## config.mk

```make
export PLATFORM = sky130hd
export DESIGN_NAME = inst_mem_responder_flat
export DESIGN_NICKNAME = d
export VERILOG_FILES = /design/src/rtl/inst_mem_responder_if.sv /design/src/rtl/inst_mem_responder.sv /design/src/flat_wrapper.sv
export SDC_FILE = /design/constraint.sdc
export NUM_CORES = 1
export LEC_CHECK = 0
export BUFFER_PORTS_ARGS = -buffer_cell sky130_fd_sc_hd__buf_2
export CORE_ASPECT_RATIO = 0.5
export CORE_UTILIZATION = 53
export DETAILED_ROUTE_END_ITERATION = 8
export PLACE_DENSITY = 0.77
export SYNTH_ARGS = -nofsm -noshare
export SYNTH_HDL_FRONTEND = slang
export SYNTH_SLANG_ARGS = --single-unit
```

## constraint.sdc

```tcl
create_clock -name clk -period 5 [get_ports clk]
set_input_delay 0 -clock clk [delete_from_list [all_inputs] [get_ports clk]]
set_output_delay 0 -clock clk [all_outputs]
set_load 0.005 [all_outputs]
```

## src/rtl/inst_mem_responder_if.sv

```systemverilog
// Fetch-side and RAM-side signal bundle for the instruction memory responder.
// The master modport is the fetch stage plus RAM model side; the slave modport is the responder.
interface inst_mem_responder_if;
    logic        rdy;
    logic        has_misbranch;
    logic        in_fetch_ask;
    logic [31:0] in_fetch_addr;
    logic [31:0] out_fetch_inst;
    logic        out_fetch_ready;
    logic        out_busy;
    logic [7:0]  mem_din;
    logic [31:0] mem_a;
    logic        mem_wr;

    modport master (
        output rdy, has_misbranch, in_fetch_ask, in_fetch_addr, mem_din,
        input  out_fetch_inst, out_fetch_ready, out_busy, mem_a, mem_wr
    );

    modport slave (
        input  rdy, has_misbranch, in_fetch_ask, in_fetch_addr, mem_din,
        output out_fetch_inst, out_fetch_ready, out_busy, mem_a, mem_wr
    );
endinterface

```

## src/rtl/inst_mem_responder.sv

```systemverilog
// Instruction fetch responder: assembles a little-endian word from four byte reads of an 8-bit RAM.
// Optional direct-mapped one-word-line I-cache enabled by defining ICACHE_EN.
module inst_mem_responder #(
    parameter int unsigned ICACHE_LINES = 64,
    parameter int unsigned ICACHE_IDX_W = 6
) (
    input logic                 clk,
    input logic                 rst,
    inst_mem_responder_if.slave bus
);
    if (ICACHE_LINES != (32'd1 << ICACHE_IDX_W)) begin : g_bad_cfg
        $error("ICACHE_LINES must equal 2**ICACHE_IDX_W");
    end

    typedef enum logic {IDLE, READ} state_t;

    state_t      state, state_d;
    logic [1:0]  cnt, cnt_d;
    logic [31:0] addr_q, addr_d;
    logic [31:0] mem_a_q, mem_a_d;
    logic [7:0]  b0_q, b0_d, b1_q, b1_d, b2_q, b2_d;
    logic [31:0] inst_q, inst_d;
    logic        ready_q, ready_d;
    logic        busy_q, busy_d;
    logic        fill_c;
    logic        hit_c;
    logic [31:0] hit_line_c;

`ifdef ICACHE_EN
    localparam int unsigned TAG_W = 32 - ICACHE_IDX_W - 2;

    logic [31:0]             line_mem [ICACHE_LINES];
    logic [TAG_W-1:0]        tag_mem  [ICACHE_LINES];
    logic [ICACHE_LINES-1:0] valid_q;
    logic [ICACHE_IDX_W-1:0] look_idx_c;
    logic [ICACHE_IDX_W-1:0] fill_idx_c;

    assign look_idx_c = bus.in_fetch_addr[ICACHE_IDX_W+1:2];
    assign fill_idx_c = addr_q[ICACHE_IDX_W+1:2];
    assign hit_c      = valid_q[look_idx_c] &&
                        (tag_mem[look_idx_c] == bus.in_fetch_addr[31:ICACHE_IDX_W+2]);
    assign hit_line_c = line_mem[look_idx_c];

    // Valid bits are the only cache state cleared by reset.
    always_ff @(posedge clk or negedge rst) begin
        if (!rst) begin
            valid_q <= '0;
        end else if (fill_c) begin
            valid_q[fill_idx_c] <= 1'b1;
        end
    end

    always_ff @(posedge clk) begin
        if (fill_c) begin
            line_mem[fill_idx_c] <= inst_d;
            tag_mem[fill_idx_c]  <= addr_q[31:ICACHE_IDX_W+2];
        end
    end
`else
    assign hit_c      = 1'b0;
    assign hit_line_c = 32'd0;
`endif

    // Next-state: misbranch beats rdy-hold, which beats normal fetch sequencing.
    always_comb begin
        state_d = state;
        cnt_d   = cnt;
        addr_d  = addr_q;
        mem_a_d = mem_a_q;
        b0_d    = b0_q;
        b1_d    = b1_q;
        b2_d    = b2_q;
        inst_d  = inst_q;
        ready_d = ready_q;
        busy_d  = busy_q;
        fill_c  = 1'b0;

        if (bus.has_misbranch) begin
            state_d = IDLE;
            ready_d = 1'b0;
            busy_d  = 1'b0;
        end else if (bus.rdy) begin
            ready_d = 1'b0;
            unique case (state)
                IDLE: begin
                    if (bus.in_fetch_ask) begin
                        if (hit_c) begin
                            inst_d  = hit_line_c;
                            ready_d = 1'b1;
                        end else begin
                            addr_d  = bus.in_fetch_addr;
                            mem_a_d = bus.in_fetch_addr;
                            cnt_d   = 2'd0;
                            busy_d  = 1'b1;
                            state_d = READ;
                        end
                    end
                end
                READ: begin
                    unique case (cnt)
                        2'd0: b0_d = bus.mem_din;
                        2'd1: b1_d = bus.mem_din;
                        2'd2: b2_d = bus.mem_din;
                        default: ;
                    endcase
                    if (cnt != 2'd3) begin
                        mem_a_d = addr_q + 32'(cnt) + 32'd1;
                        cnt_d   = cnt + 2'd1;
                    end else begin
                        inst_d  = {bus.mem_din, b2_q, b1_q, b0_q};
                        ready_d = 1'b1;
                        busy_d  = 1'b0;
                        state_d = IDLE;
                        fill_c  = 1'b1;
                    end
                end
                default: state_d = IDLE;
            endcase
        end
    end

    always_ff @(posedge clk or negedge rst) begin
        if (!rst) begin
            state   <= IDLE;
            cnt     <= 2'd0;
            addr_q  <= 32'd0;
            mem_a_q <= 32'd0;
            b0_q    <= 8'd0;
            b1_q    <= 8'd0;
            b2_q    <= 8'd0;
            inst_q  <= 32'd0;
            ready_q <= 1'b0;
            busy_q  <= 1'b0;
        end else begin
            state   <= state_d;
            cnt     <= cnt_d;
            addr_q  <= addr_d;
            mem_a_q <= mem_a_d;
            b0_q    <= b0_d;
            b1_q    <= b1_d;
            b2_q    <= b2_d;
            inst_q  <= inst_d;
            ready_q <= ready_d;
            busy_q  <= busy_d;
        end
    end

    assign bus.mem_a           = mem_a_q;
    assign bus.mem_wr          = 1'b0;
    assign bus.out_fetch_inst  = inst_q;
    assign bus.out_fetch_ready = ready_q;
    assign bus.out_busy        = busy_q;
endmodule

```

## src/flat_wrapper.sv

```systemverilog
// flat-port wrapper written by rule: the top's interface ports become plain ports
module inst_mem_responder_flat 
#(
    parameter int unsigned ICACHE_LINES = 64,
    parameter int unsigned ICACHE_IDX_W = 6
)
  (clk, rst, bus_rdy, bus_has_misbranch, bus_in_fetch_ask, bus_in_fetch_addr, bus_mem_din, bus_out_fetch_inst, bus_out_fetch_ready, bus_out_busy, bus_mem_a, bus_mem_wr);
  inst_mem_responder_if bus_i ();
  input logic clk;
  input logic rst;
  input wire logic [$bits(bus_i.rdy)-1:0] bus_rdy;
  input wire logic [$bits(bus_i.has_misbranch)-1:0] bus_has_misbranch;
  input wire logic [$bits(bus_i.in_fetch_ask)-1:0] bus_in_fetch_ask;
  input wire logic [$bits(bus_i.in_fetch_addr)-1:0] bus_in_fetch_addr;
  input wire logic [$bits(bus_i.mem_din)-1:0] bus_mem_din;
  output wire logic [$bits(bus_i.out_fetch_inst)-1:0] bus_out_fetch_inst;
  output wire logic [$bits(bus_i.out_fetch_ready)-1:0] bus_out_fetch_ready;
  output wire logic [$bits(bus_i.out_busy)-1:0] bus_out_busy;
  output wire logic [$bits(bus_i.mem_a)-1:0] bus_mem_a;
  output wire logic [$bits(bus_i.mem_wr)-1:0] bus_mem_wr;
  assign bus_i.rdy = bus_rdy;
  assign bus_i.has_misbranch = bus_has_misbranch;
  assign bus_i.in_fetch_ask = bus_in_fetch_ask;
  assign bus_i.in_fetch_addr = bus_in_fetch_addr;
  assign bus_i.mem_din = bus_mem_din;
  assign bus_out_fetch_inst = bus_i.out_fetch_inst;
  assign bus_out_fetch_ready = bus_i.out_fetch_ready;
  assign bus_out_busy = bus_i.out_busy;
  assign bus_mem_a = bus_i.mem_a;
  assign bus_mem_wr = bus_i.mem_wr;
  inst_mem_responder #(.ICACHE_LINES(ICACHE_LINES), .ICACHE_IDX_W(ICACHE_IDX_W)) u_core (.clk(clk), .rst(rst), .bus(bus_i));
endmodule
```

==> After elaboration in Yosys (flattened, before gate mapping) <==
Cells that the tools add are included.
{ "word_totals": {"elab_cells": 54, "reg_bits": 125} }
{ "op_classes": {"eq_ne": 8, "n_addsub": 3, "n_reduce_logical": 9, "muxes": 22, "n_bitwise": 2} }
{ "ops": {"columns": ["op", "n"], "rows": [
  ["32-bit 2-to-1 mux", 4],
  ["32-bit case mux with 2 select lines", 1],
  ["32-bit by 1-bit adder with 32-bit output, second input constant", 1],
  ["32-bit by 2-bit adder with 32-bit output", 1],
  ["4-bit AND reduction", 6],
  ["1-bit 2-to-1 mux", 11],
  ["2-bit != test, second input constant", 4],
  ["3-bit != test, second input constant", 2],
  ["1-bit case mux with 2 select lines", 3],
  ["2-bit 2-to-1 mux", 2],
  ["2-bit case mux with 2 select lines", 1],
  ["3-bit AND reduction", 1],
  ["2-bit by 1-bit adder with 2-bit output, second input constant", 1],
  ["2-bit by 1-bit == test with 1-bit output, second input constant", 1],
  ["2-bit == test, second input constant", 1],
  ["2-bit logical NOT", 1],
  ["1-bit inverter", 2],
  ["2-bit nonzero test", 1]
]} }

==> Depth between registers and ports, before layout <==
Gate-level depths: netlist of run 1.
{ "depth": {"ltp_word": 5, "ltp_mapped": 8, "depth_no_buf": 8} }

==> Worst setup path before layout of run 1 <==
OpenSTA, ideal clock, no wires.
{ "synth_path": {"path_kind": "reg2reg", "from": "register u_core.cnt[0]", "to": "register u_core.mem_a_q[30], in the netlist u_core.bus.mem_a[30]", "setup_ps": 130, "path_buffers": 0, "arrival_time_ps": 2106, "period_less_slack_ps": 2236, "stages_incl_launch_ff": 9, "setup_slack_ps": 2764, "required_ps": 4870, "cell_sequence": "dfrtp_1 inv_1 ha_1 fa_1 nand4b_1 nor4_4 nand4_1 xor2_1 o211ai_2"} }
{ "synth_via": {"elab_chain_cells": 4} }
{ "synth_lines": {"columns": ["element", "line", "rtl"], "rows": [
  ["start: declaration", "inst_mem_responder.sv:18", "logic [1:0] cnt, cnt_d;"],
  ["start signal: assignment", "inst_mem_responder.sv:136", "cnt <= cnt_d;"],
  ["32-bit by 2-bit adder with 32-bit output", "inst_mem_responder.sv:107", "mem_a_d = addr_q + 32'(cnt) + 32'd1;"],
  ["32-bit by 1-bit adder with 32-bit output", "inst_mem_responder.sv:107", null],
  ["32-bit 2-to-1 mux", "inst_mem_responder.sv:106", "if (cnt != 2'd3) begin"],
  ["32-bit case mux with 2 select lines", "inst_mem_responder.sv:84", "unique case (state)"],
  ["end signal: assignment", "inst_mem_responder.sv:138", "mem_a_q <= mem_a_d;"],
  ["end: declaration", "inst_mem_responder.sv:20", "logic [31:0] mem_a_q, mem_a_d;"]
]} }
Several ways; a longest one is shown, not always the timed one. The select of a mux whose other input is x is not followed.
A chain may end at the register's enable or synchronous reset.

==> Final worst setup path of run 1 <==
{ "layout_path": {"from": "register u_core.state", "to": "register u_core.mem_a_q[13], in the netlist u_core.bus.mem_a[13]"} }
{ "layout_via": {"elab_chain_cells": 3} }
{ "layout_lines": {"columns": ["element", "line", "rtl"], "rows": [
  ["start: declaration", "inst_mem_responder.sv:17", "state_t state, state_d;"],
  ["start signal: assignment", "inst_mem_responder.sv:135", "state <= state_d;"],
  ["1-bit inverter", "inst_mem_responder.sv:84", null],
  ["2-bit != test (no source line)", null, null],
  ["4-bit AND reduction (no source line)", null, null]
]} }
Several ways; a longest one is shown, not always the timed one.

==> metrics.md, run 1 <==
| Metric | Value |
|---|---|
| Largest net degree at the start of global routing | approximately 70 |
| Maximum clock frequency | 347 MHz |
| CTS max path bufs | 2 |
| RSZ-0062 raised after global routing | false |
| CP max-delay cell | dfrtp_1 |
| H-tree depth | 4 |
| Reg2reg start | u_core.state$_DFFE_PN0P_ |
| Largest family of logic cells by synthesized area | simple AND/OR/NAND/NOR gates |
| Finished Cell Area | 7230 µm² |
| XOR/XNOR Fraction of Synth Area | 4.59% |
| CTS tree | yes |
| TritonRoute pass-1 iters | 5 |
| Crit start category | flop |
| Yosys reg bits | 125 |
| Gr ovfl total | 0 |
| Slew Viols, Final | 0 |
| Tmin final | ~2.9 ns |
| CTS clk-pin slew, worst paths | 0.06 ns |
| R2R cell count | 5 |
| Total clock sinks | around 130 |
| Chip height | 74.2 µm |
| Most frequent cells in the layout | nand2_1, dfrtp_1, buf_2 |
| Critical path class | flop to flop |
| Final Hold Vio Count | 0 |
| Total area of sequential cells | 3130 µm² |
| Final ANT Viol Nets | 0 |
| Share of cells above drive strength 1 | about 32% |
| Setup_tns | 0 ns |
| Largest cells by area after synthesis | dfrtp_1, mux2_2, nand2_1, xor2_1, o211ai_1 |
| Area leader, netlist | dfrtp_1 |
| Max-Slew Margin vs Limit | 28.0% |
| First-pass GRT wire length | 20,500 µm |
| Hold WC Path Type | input port to async pin |
| Clock Latency Late Sink | approximately 0.41 ns |
| Leak | around 3.7 nW |
| Die area | 10,900 µm² |
| Sequential area share after synthesis | 56.6% |
| Vias per std cell | 5.23 |
| CTS buffer count | 17 |
| P&R area growth vs syn | 30.9% |
| Worst reg-to-reg setup slack | 2.12 ns |
| Period Utilization, post-route | between 50 and 60% |
| PostCTS Resize Cnt | 0 |
| DRT Wirelength | 12,400 µm |
| Clock skew | 0.00789 ns |
| Initial antenna violation count | 0 |
| Worst slew pin tran | 1.08 ns |
| Nets | 703 |
| Crit Path Max Fanout | 24 |
| Crit. End Element | flop |
| Root Buffer | clkbuf_16 |
| DP Worst Slack | 2.15 ns |
| DP HPWL | about 7800 µm |
| Core box area | 9790 µm² |
| Adder-cell share of the synthesized area | ~1.7% |
| Post-Syn Instances | roughly 490 |
| IR drop worst, VDD | 0.000262 V |
| Routability cong. | 0.765 |
| DP Area | approximately 6200 µm² |
| Post-CTS Setup Inserts | 0 |
| Pwr Total | 3.06 mW |
| Share of the synthesized area in the top cell type | between 50% and 60% |
| Critical Path, Cell by Cell | nor2b_1, o21ai_4, inv_1, nand2_1, o211ai_1 |
| Post-Syn Nets | 546 |
| Cell variety after synth | 39 |
| Initial drt markers | 256 |
| Antenna diodes | 0 |
| Vias in the first global route | 4,118 |
| Final WS setup | 2.12 ns |
| Syn Area/Cell | roughly 11 µm² |
| Gr usage total | roughly 25% |
| Multi-input gate area | 2290 µm² |
| CP required | roughly 5.2 ns |
| Pwr dens | 423 nW/µm² |
| Via count | 4,176 |
| Die W | 146 µm |
| Post-synthesis mux area share | 12.5% |
| Mapped cell area | 5530 µm² |
| Routed len/inst | 15.5 µm |
| Arr. time, crit path | between 3 and 4 ns |
| Simple-Gate Fraction of Synth Area | 16.0% |
| Status | finished clean |
| Initial core utilization | 56.5% |
| Worst stage delay on the critical path | 0.84 ns |
| IO Count | 112 |
| # DRC | 0 |
| Setup violations, final | 0 |
| Most common cell after layout, fill and taps aside | nand2_1 |
| # rows | 25 |
| RR Endpoint | u_core.bus.mem_a[13]$_DFFE_PN0P_ |
| Fillers | 672 |
| Port buffer count | 110 |
| Synth warn | 0 |
| Max-cap violation count | 0 |
| Post-synthesis compound-gate area fraction | 6.34% |
| Hold Slack | 0.173 ns |
## layer usage
layer	vias up	share of wire [%]	routed length, µm	GRT usage [%]
met2	125	49	6030	41.3
met5	-	0	0	0
met1	2031	45	5620	32.5
li1	2004	-	-	-
met4	0	1.1	136	7.87
met3	16	5.0	623	6.81
## synth_stat cells (all sizes together)
cell,n
a21oi,2
mux2,56
o21ai,20
nor4,3
o211ai,22
a22oi,1
nand2,141
xor2,19
and4,3
inv,7
a22o,1
clkbuf,9
nand4b,1
or2,1
nor2b,3
nor2,10
and2,4
o2111a,1
dfrtp,125
nand3b,2
ha,6
fa,1
conb,1
and3,5
mux2i,6
nand4,11
a21o,1
xnor2,10
nand3,8
and2b,1
and4b,1
buf,11
a31oi,1
## critical path, delay by kind of cell, from the launching register on
| kind | cells | cell delay [ns] |
|---|---|---|
| AND/OR/NAND/NOR | 2 | 0.99 |
| flip-flops | 1 | 0.84 |
| AO/OA/AOI/OAI | 2 | 0.69 |
| buffers and inverters | 1 | 0.16 |
## area by class of cell
cell class	count	share of cell area (%)
flip-flops and latches	125	43.2
multi-input cells	342	31.7
well taps	135	2.34
clock inverters	14	2.18
repair buffers	158	14.1
inverters	7	0.363
clock buffers	18	6.07
## power by group
| group | internal (mW) | total [mW] | switching (mW) | leakage [nW] |
|---|---|---|---|---|
| registers | 1.20 | 1.36 | 0.155 | 1.63 |
| logic | 0.243 | 0.470 | 0.227 | 1.80 |
| clock network | 0.755 | 1.23 | 0.479 | 0.284 |
| total | 2.20 | 3.06 | 0.862 | 3.71 |
## per-stage QoR
stage | instances | utilization (%)
after CTS | 799 | 73.9
after detailed placement | 723 | 63.3
final | 799 | 73.9
after global routing | 799 | 73.9
after global placement | 723 | 63.3
after floorplan | 494 | -
## worst max path at each step
stage,from,to,slack [ns]
after floorplan,u_core.cnt[0]$_DFFE_PN0P_,u_core.bus.mem_a[30]$_DFFE_PN0P_,2.76
after global placement,u_core.state$_DFFE_PN0P_,u_core.bus.mem_a[15]$_DFFE_PN0P_,2.29
after detailed placement,u_core.state$_DFFE_PN0P_,u_core.bus.mem_a[13]$_DFFE_PN0P_,2.15
after CTS,u_core.state$_DFFE_PN0P_,u_core.bus.mem_a[13]$_DFFE_PN0P_,2.15
after global routing,u_core.state$_DFFE_PN0P_,u_core.bus.mem_a[13]$_DFFE_PN0P_,1.91
final,u_core.state$_DFFE_PN0P_,u_core.bus.mem_a[13]$_DFFE_PN0P_,2.12
## flip-flops by register name, summed over array words and instances (netlist names)
signal,flops
u_core.addr_q,32
u_core.b0_q,8
u_core.b1_q,8
u_core.b2_q,8
u_core.bus.mem_a,32
u_core.bus.out_busy,1
u_core.bus.out_fetch_inst,32
u_core.bus.out_fetch_ready,1
u_core.cnt,2
u_core.state,1
## cell families after synthesis
kind of cell	after synthesis
AND/OR/NAND/NOR	194
flip-flops	125
multiplexers	62
AO/OA/AOI/OAI	49
XOR/XNOR	29
buffers and inverters	27
adder cells (fa/ha/maj)	7
other	1
## what timing repair did
| action | 4_1_cts | 5_1_grt |
|---|---|---|
| endpoints found under the setup margin | 0 | 0 |
| hold buffers | 44 | 0 |
| endpoints found under the hold margin | 156 | 0 |
Note: power is estimated with default switching activity, not from simulation.
==> run 2, diff against run 1 <==
Settings changed: CORE_UTILIZATION 53 to 49, PLACE_DENSITY 0.77 to 0.75.
Clock period 5 ns to 2.4 ns, I/O delays scaled along.
==> run 2 against run 1 <==
Against the previous run:
- the run now ends with design-rule violations left
- largest cell class unchanged
- wire length up 0.44%
- critical path type unchanged
- final area increased by 1.2%
- register-to-register slack lost 1.9 ns
- clock power up 100%
- critical path depth rose by 3
- global-route usage is 1.8 points lower
- die area grew 8.0%
==> metrics.md, run 2 (same netlist as run 1, synthesis figures left out) <==
| Metric | Value |
|---|---|
| Status | finished with violations |
| Failing checks | design-rule violations |
| First-pass GRT wire length | 21,400 µm (+4.3%) |
| Initial antenna violation count | 0 (unchanged) |
| Final Hold Vio Count | 0 (unchanged) |
| Arr. time, crit path | 2.42 ns (-0.70 ns) |
| Crit Path Max Fanout | 5 (-79%) |
| IO Count | 112 (unchanged) |
| CTS clk-pin slew, worst paths | 0.06 ns (about the same) |
| CTS max path bufs | 2 (unchanged) |
| Most frequent cells in the layout | nand2_1, dfrtp_1, buf_2 |
| Share of cells above drive strength 1 | 33.6% (+1.2 points) |
| Chip height | 77.1 µm (+3.9%) |
| # DRC | 6 (+6) |
| Leak | 3.76 nW (+1.4%) |
| Fillers | 750 (+12%) |
| DRT Wirelength | 12,500 µm (+0.44%) |
| Max-Slew Margin vs Limit | 59.1% (+31 points) |
| Crit start category | flop |
| Slew Viols, Final | 0 (unchanged) |
| Via count | 4,234 (+1.4%) |
| Initial drt markers | 218 (-15%) |
| Final Non-Filler Cells | 813 (+1.8%) |
| Antenna diodes | 0 (unchanged) |
| Period Utilization, post-route | 89.2% (+31 points) |
| # rows | 26 (+4.0%) |
| Die W | 152 µm (+3.9%) |
| Dpl cells | 736 (+1.8%) |
| Largest net degree at the start of global routing | 82 (+19%) |
| Utilization after layout | 69.2% (-4.7 points) |
| Setup_tns | 0 ns (unchanged) |
| CP required | 2.68 ns (-2.55 ns) |
| Clock Latency Late Sink | 0.41 ns (about the same) |
| Max-cap violation count | 0 (unchanged) |
| Setup violations, final | 0 (unchanged) |
| Pwr dens | 862 nW/µm² (+100%) |
| Worst slew pin tran | 0.613 ns (-0.464 ns) |
| Crit. End Element | flop |
| Maximum clock frequency | 467 MHz (+35%) |
| Most common cell after layout, fill and taps aside | nand2_1 |
| Root Buffer | clkbuf_16 |
| RSZ-0062 raised after global routing | false |
| Initial core utilization | 52.3% (-4.2 points) |
| Total clock sinks | 125 (unchanged) |
| Vias in the first global route | 4,285 (+4.1%) |
| CTS buffer count | 17 (unchanged) |
| Routability cong. | 0.785 (+2.6%) |
| CTS tree | yes |
| Gr ovfl total | 0 (unchanged) |
| P&R area growth vs syn | 32.4% |
| IR drop worst, VDD | 0.000459 V (+75%) |
| TritonRoute pass-1 iters | 8 (+3) |
| Die area | 11,700 µm² (+8.0%) |
| DP HPWL | 7880 µm (+1.2%) |
| Critical path class | flop to flop |
| Hold WC Path Type | input port to async pin |
| Clock skew | 0.0102 ns (+0.00228 ns) |
| H-tree depth | 4 (unchanged) |
| Final ANT Viol Nets | 0 (unchanged) |
| Vias per std cell | 5.21 (-0.36%) |
| Tmin final | 2.14 ns (-0.744 ns) |
| Nets | 712 (+1.3%) |
| Core box area | 10,600 µm² (+8.0%) |
| Gr usage total | 23.1% (-1.8 points) |
| Routed len/inst | 15.3 µm (-1.3%) |
| Port buffer count | 110 (unchanged) |
[run 2: per-stage QoR]
stage                     total power, mW  hold slack [ns]  cell area (µm²)  setup WS (ns)
after detailed placement             3.78           0.0528             6290         0.0317
after global routing                 6.64            0.215             7320         0.0222
after global placement               3.74           0.0449             6290          0.114
after floorplan                      3.36           -0.296             5530          0.164
final                                6.31            0.137             7320          0.259
after CTS                            6.35            0.148             7310         0.0192
[run 2: cell type report]
| class | instances | area, µm² | area share (%) |
|---|---|---|---|
| sequential | 125 | 3130 | 42.7 |
| multi-input combinational | 342 | 2290 | 31.4 |
| timing repair buffer | 167 | 1120 | 15.3 |
| clock buffer | 17 | 425 | 5.81 |
| tap | 140 | 175 | 2.39 |
| clock inverter | 15 | 153 | 2.09 |
| inverter | 7 | 26.3 | 0.359 |
[run 2: path summary, 6_finish.rpt]
check | cells after the start | slack [ns] | startpoint | endpoint
max in group asynchronous | 3 | 1.44 | rst | u_core.b1_q[2]$_DFFE_PN0P_
worst min-delay path | 2 | 0.14 | rst | u_core.bus.mem_a[6]$_DFFE_PN0P_
worst min register to register | 2 | 0.48 | u_core.bus.mem_a[0]$_DFFE_PN0P_ | u_core.bus.mem_a[0]$_DFFE_PN0P_
worst max register to register | 8 | 0.26 | u_core.cnt[0]$_DFFE_PN0P_ | u_core.bus.mem_a[26]$_DFFE_PN0P_
min in group clk | 5 | 0.25 | bus_in_fetch_ask | u_core.cnt[0]$_DFFE_PN0P_
worst max-delay path | 8 | 0.26 | u_core.cnt[0]$_DFFE_PN0P_ | u_core.bus.mem_a[26]$_DFFE_PN0P_
[run 2: report_power, final]
| group | switching [mW] | total (mW) | internal, mW |
|---|---|---|---|
| logic | 0.494 | 1.02 | 0.528 |
| clock network | 1.03 | 2.49 | 1.46 |
| registers | 0.297 | 2.80 | 2.50 |
| total | 1.82 | 6.31 | 4.49 |
[run 2: critical path: stages, from the launching register on]
cell	delay (ns)
dfrtp_1	0.35
inv_1	0.08
ha_2	0.19
fa_2	0.35
nand4b_1	0.27
nor4_4	0.30
nand4_1	0.16
xor2_1	0.22
o211ai_2	0.09
[run 2: routing by layer]
metal	vias to the layer above	track usage [%]	wire [µm]	part of all wire (%)
li1	2022	-	-	-
met1	2098	29.9	5700	46
met2	102	38.6	6110	49
met3	12	5.60	518	4.2
met4	0	7.35	141	1.1
met5	-	0	0	0
[run 2: repair_timing]
| action | CTS | global route |
|---|---|---|
| hold buffers | 44 | 0 |
| endpoints found under the hold margin | 143 | 0 |
| endpoints found under the setup margin | 0 | 5 |
| gates resized for setup | 0 | 2 |
| buffers inserted | 0 | 1 |
==> run 3, diff against run 2 <==
Settings changed: GPL_TIMING_DRIVEN set to 0.
==> run 3 against run 2 <==
Against the previous run:
- clock power about the same
- final area up 0.92%
- the flow finishes with violations (design-rule violations, negative setup slack)
- non-clock buffer count up 15
- sequential share of layout area down 0.39 points
- via count up 3.5%
- critical endpoint is now u_core.bus.mem_a[28]$_DFFE_PN0P_
- hold slack worse by 0.062 ns
- sequential power about the same
- power up 0.16%
- flip-flop and latch count unchanged
==> metrics.md, run 3 (same netlist as run 1, synthesis figures left out) <==
| Metric | Value |
|---|---|
| Hold WC Path Type | input port to async pin |
| CTS max path bufs | 2 (unchanged) |
| First-pass GRT wire length | 22,100 µm (+3.6%) |
| Slew Viols, Final | 0 (unchanged) |
| Max-Slew Margin vs Limit | 57.5% (-1.6 points) |
| Arr. time, crit path | 2.71 ns (+0.29 ns) |
| Root Buffer | clkbuf_16 |
| Leak | 3.79 nW (+0.76%) |
| Period Utilization, post-route | 101% (+12 points) |
| # rows | 26 (unchanged) |
| Clock share of power | 39.0% (-0.5 points) |
| Nets | 727 (+2.1%) |
| Pwr Total | 6.32 mW (+0.16%) |
| Worst slew pin tran | 0.638 ns (+0.0246 ns) |
| Total clock sinks | 125 (unchanged) |
| Flop pwr share | 44.4% (about the same) |
| Most frequent cells in the layout | nand2_1, dfrtp_1, buf_2 |
| Internal Power | 4.42 mW (-1.4%) |
| Routed met3 length | 534 µm (+3.1%) |
| RSZ-0062 raised after global routing | true |
| Gr usage total | 24.3% (+1.2 points) |
| Tmin final | 2.43 ns (+0.287 ns) |
| Critical Path, Cell by Cell | inv_2, ha_4, fa_2, nand4b_1, buf_6, nor4_4, nand3_1, xor2_1, o211ai_2 |
| Share of cells above drive strength 1 | 34.4% (+0.87 points) |
| Die W | 152 µm (unchanged) |
| Clock Latency Late Sink | 0.41 ns (about the same) |
| Utilization after layout | 69.9% (+0.64 points) |
| Gr ovfl total | 0 (unchanged) |
| Clock skew | 0.00801 ns (-0.00216 ns) |
| Failing checks | design-rule violations, negative setup slack |
| Setup violations, final | 2 (+2) |
| Largest net degree at the start of global routing | 85 (+3.7%) |
| CTS buffer count | 17 (unchanged) |
| # DRC | 6 (unchanged) |
| Final WS setup | -0.0273 ns (-0.287 ns) |
| Die area | 11,700 µm² (unchanged) |
| CTS clk-pin slew, worst paths | 0.06 ns (about the same) |
| Sw Pwr | 1.90 mW (+4.1%) |
| Final Non-Filler Cells | 828 (+1.8%) |
| Initial antenna violation count | 0 (unchanged) |
| Crit start category | flop |
| Routed len/inst | 16.1 µm (+4.9%) |
| Worst stage delay on the critical path | 0.42 ns (+0.07 ns) |
| Initial drt markers | 319 (+46%) |
| Vias per std cell | 5.29 (+1.7%) |
| Routability cong. | 0.809 (+3.1%) |
| Max-cap violation count | 0 (unchanged) |
| CP required | 2.68 ns (about the same) |
| Core box area | 10,600 µm² (unchanged) |
| Antenna diodes | 0 (unchanged) |
| DRT Wirelength | 13,300 µm (+6.9%) |
| Crit Path Max Fanout | 5 (unchanged) |
| Setup_tns | -0.0325 ns (-0.0325 ns) |
| Crit. End Element | flop |
| Max layer used | met4 |
| Status | finished with violations |
| Chip height | 77.1 µm (unchanged) |
| Net Sw Frac | 30.0% (+1.1 points) |
| Final Hold Vio Count | 0 (unchanged) |
| Via count | 4,384 (+3.5%) |
| IO Count | 112 (unchanged) |
| TritonRoute pass-1 iters | 6 (-2) |
| Maximum clock frequency | 412 MHz (-12%) |
| Most common cell after layout, fill and taps aside | nand2_1 |
| P&R area growth vs syn | 33.6% |
| IR drop worst, VDD | 0.000493 V (+7.6%) |
| H-tree depth | 4 (unchanged) |
| Port buffer count | 110 (unchanged) |
| Metal2 WL | 6550 µm (+7.3%) |
| Comb pwr share | 16.6% (+0.4 points) |
| Critical path class | flop to flop |
| Dpl cells | 745 (+1.2%) |
| Initial core utilization | 52.3% (unchanged) |
| DP HPWL | 8480 µm (+7.6%) |
| CTS tree | yes |
| Pwr dens | 856 nW/µm² (-0.76%) |
| CP max-delay cell | fa_2 |
| Final ANT Viol Nets | 0 (unchanged) |
| Vias in the first global route | 4,344 (+1.4%) |
| WL met1 | 6130 µm (+7.6%) |
## run 3: area by class of cell
| type | count | area (µm²) |
|---|---|---|
| inverters | 7 | 26.3 |
| flip-flops and latches | 125 | 3130 |
| plain buffers | 20 | 96.3 |
| fillers | 775 | 3190 |
| multi-input cells | 342 | 2310 |
| clock buffers | 17 | 425 |
| repair buffers | 162 | 1080 |
| well taps | 140 | 175 |
| clock inverters | 15 | 141 |
## run 3: power by group through the flow
stage | Clock [mW] | Combinational, mW | Sequential, mW
floorplan | 0 | 0.575 | 2.78
global placement | 0 | 0.912 | 2.81
detailed placement | 0 | 0.945 | 2.83
CTS | 2.51 | 1.01 | 2.80
global route | 2.61 | 1.18 | 2.86
finish | 2.47 | 1.05 | 2.81
## run 3: routing by layer
layer	vias up	global-route usage (%)
met1	2192	32.5
li1	2064	-
met4	0	7.55
met3	9	5.14
met5	-	0
met2	119	40.0
## run 3: repair_timing
item,4_1_cts,5_1_grt
buffers inserted,2,6
hold endpoints to repair,224,0
endpoints found under the setup margin,10,40
pin swaps,1,7
hold buffers,44,0
resized for setup,2,11
## run 3: worst paths after layout
kind	endpoint	startpoint	cells after the start	slack, ns
max in group asynchronous	u_core.b0_q[7]$_DFFE_PN0P_	rst	3	1.59
hold reg to reg	u_core.bus.mem_a[3]$_DFFE_PN0P_	u_core.bus.mem_a[3]$_DFFE_PN0P_	2	0.48
min in group clk	u_core.state$_DFFE_PN0P_	bus_in_fetch_ask	5	0.28
setup reg to reg	u_core.bus.mem_a[28]$_DFFE_PN0P_	u_core.cnt[0]$_DFFE_PN0P_	9	-0.03
setup / recovery	u_core.bus.mem_a[28]$_DFFE_PN0P_	u_core.cnt[0]$_DFFE_PN0P_	9	-0.03
hold / removal	u_core.bus.mem_a[18]$_DFFE_PN0P_	rst	2	0.08
## run 3: through the flow
stage | hold WS [ns] | area [µm²] | setup WS (ns)
CTS | 0.0802 | 7320 | 0.0132
detailed placement | -0.0482 | 6290 | -0.213
global route | 0.122 | 7390 | -0.111
floorplan | -0.296 | 5530 | 0.164
global placement | 0.182 | 6250 | -0.320
finish | 0.0750 | 7390 | -0.0273
## run 3: critical path: cells and delay by family (launching register included)
kind	cells	cell delay, ns
adders and majority gates	2	0.59
xor gates and xnor gates	1	0.24
AOI/OAI and AO/OA	1	0.09
DFF	1	0.41
buffers and inverters	2	0.22
and+or+nand+nor	3	0.74
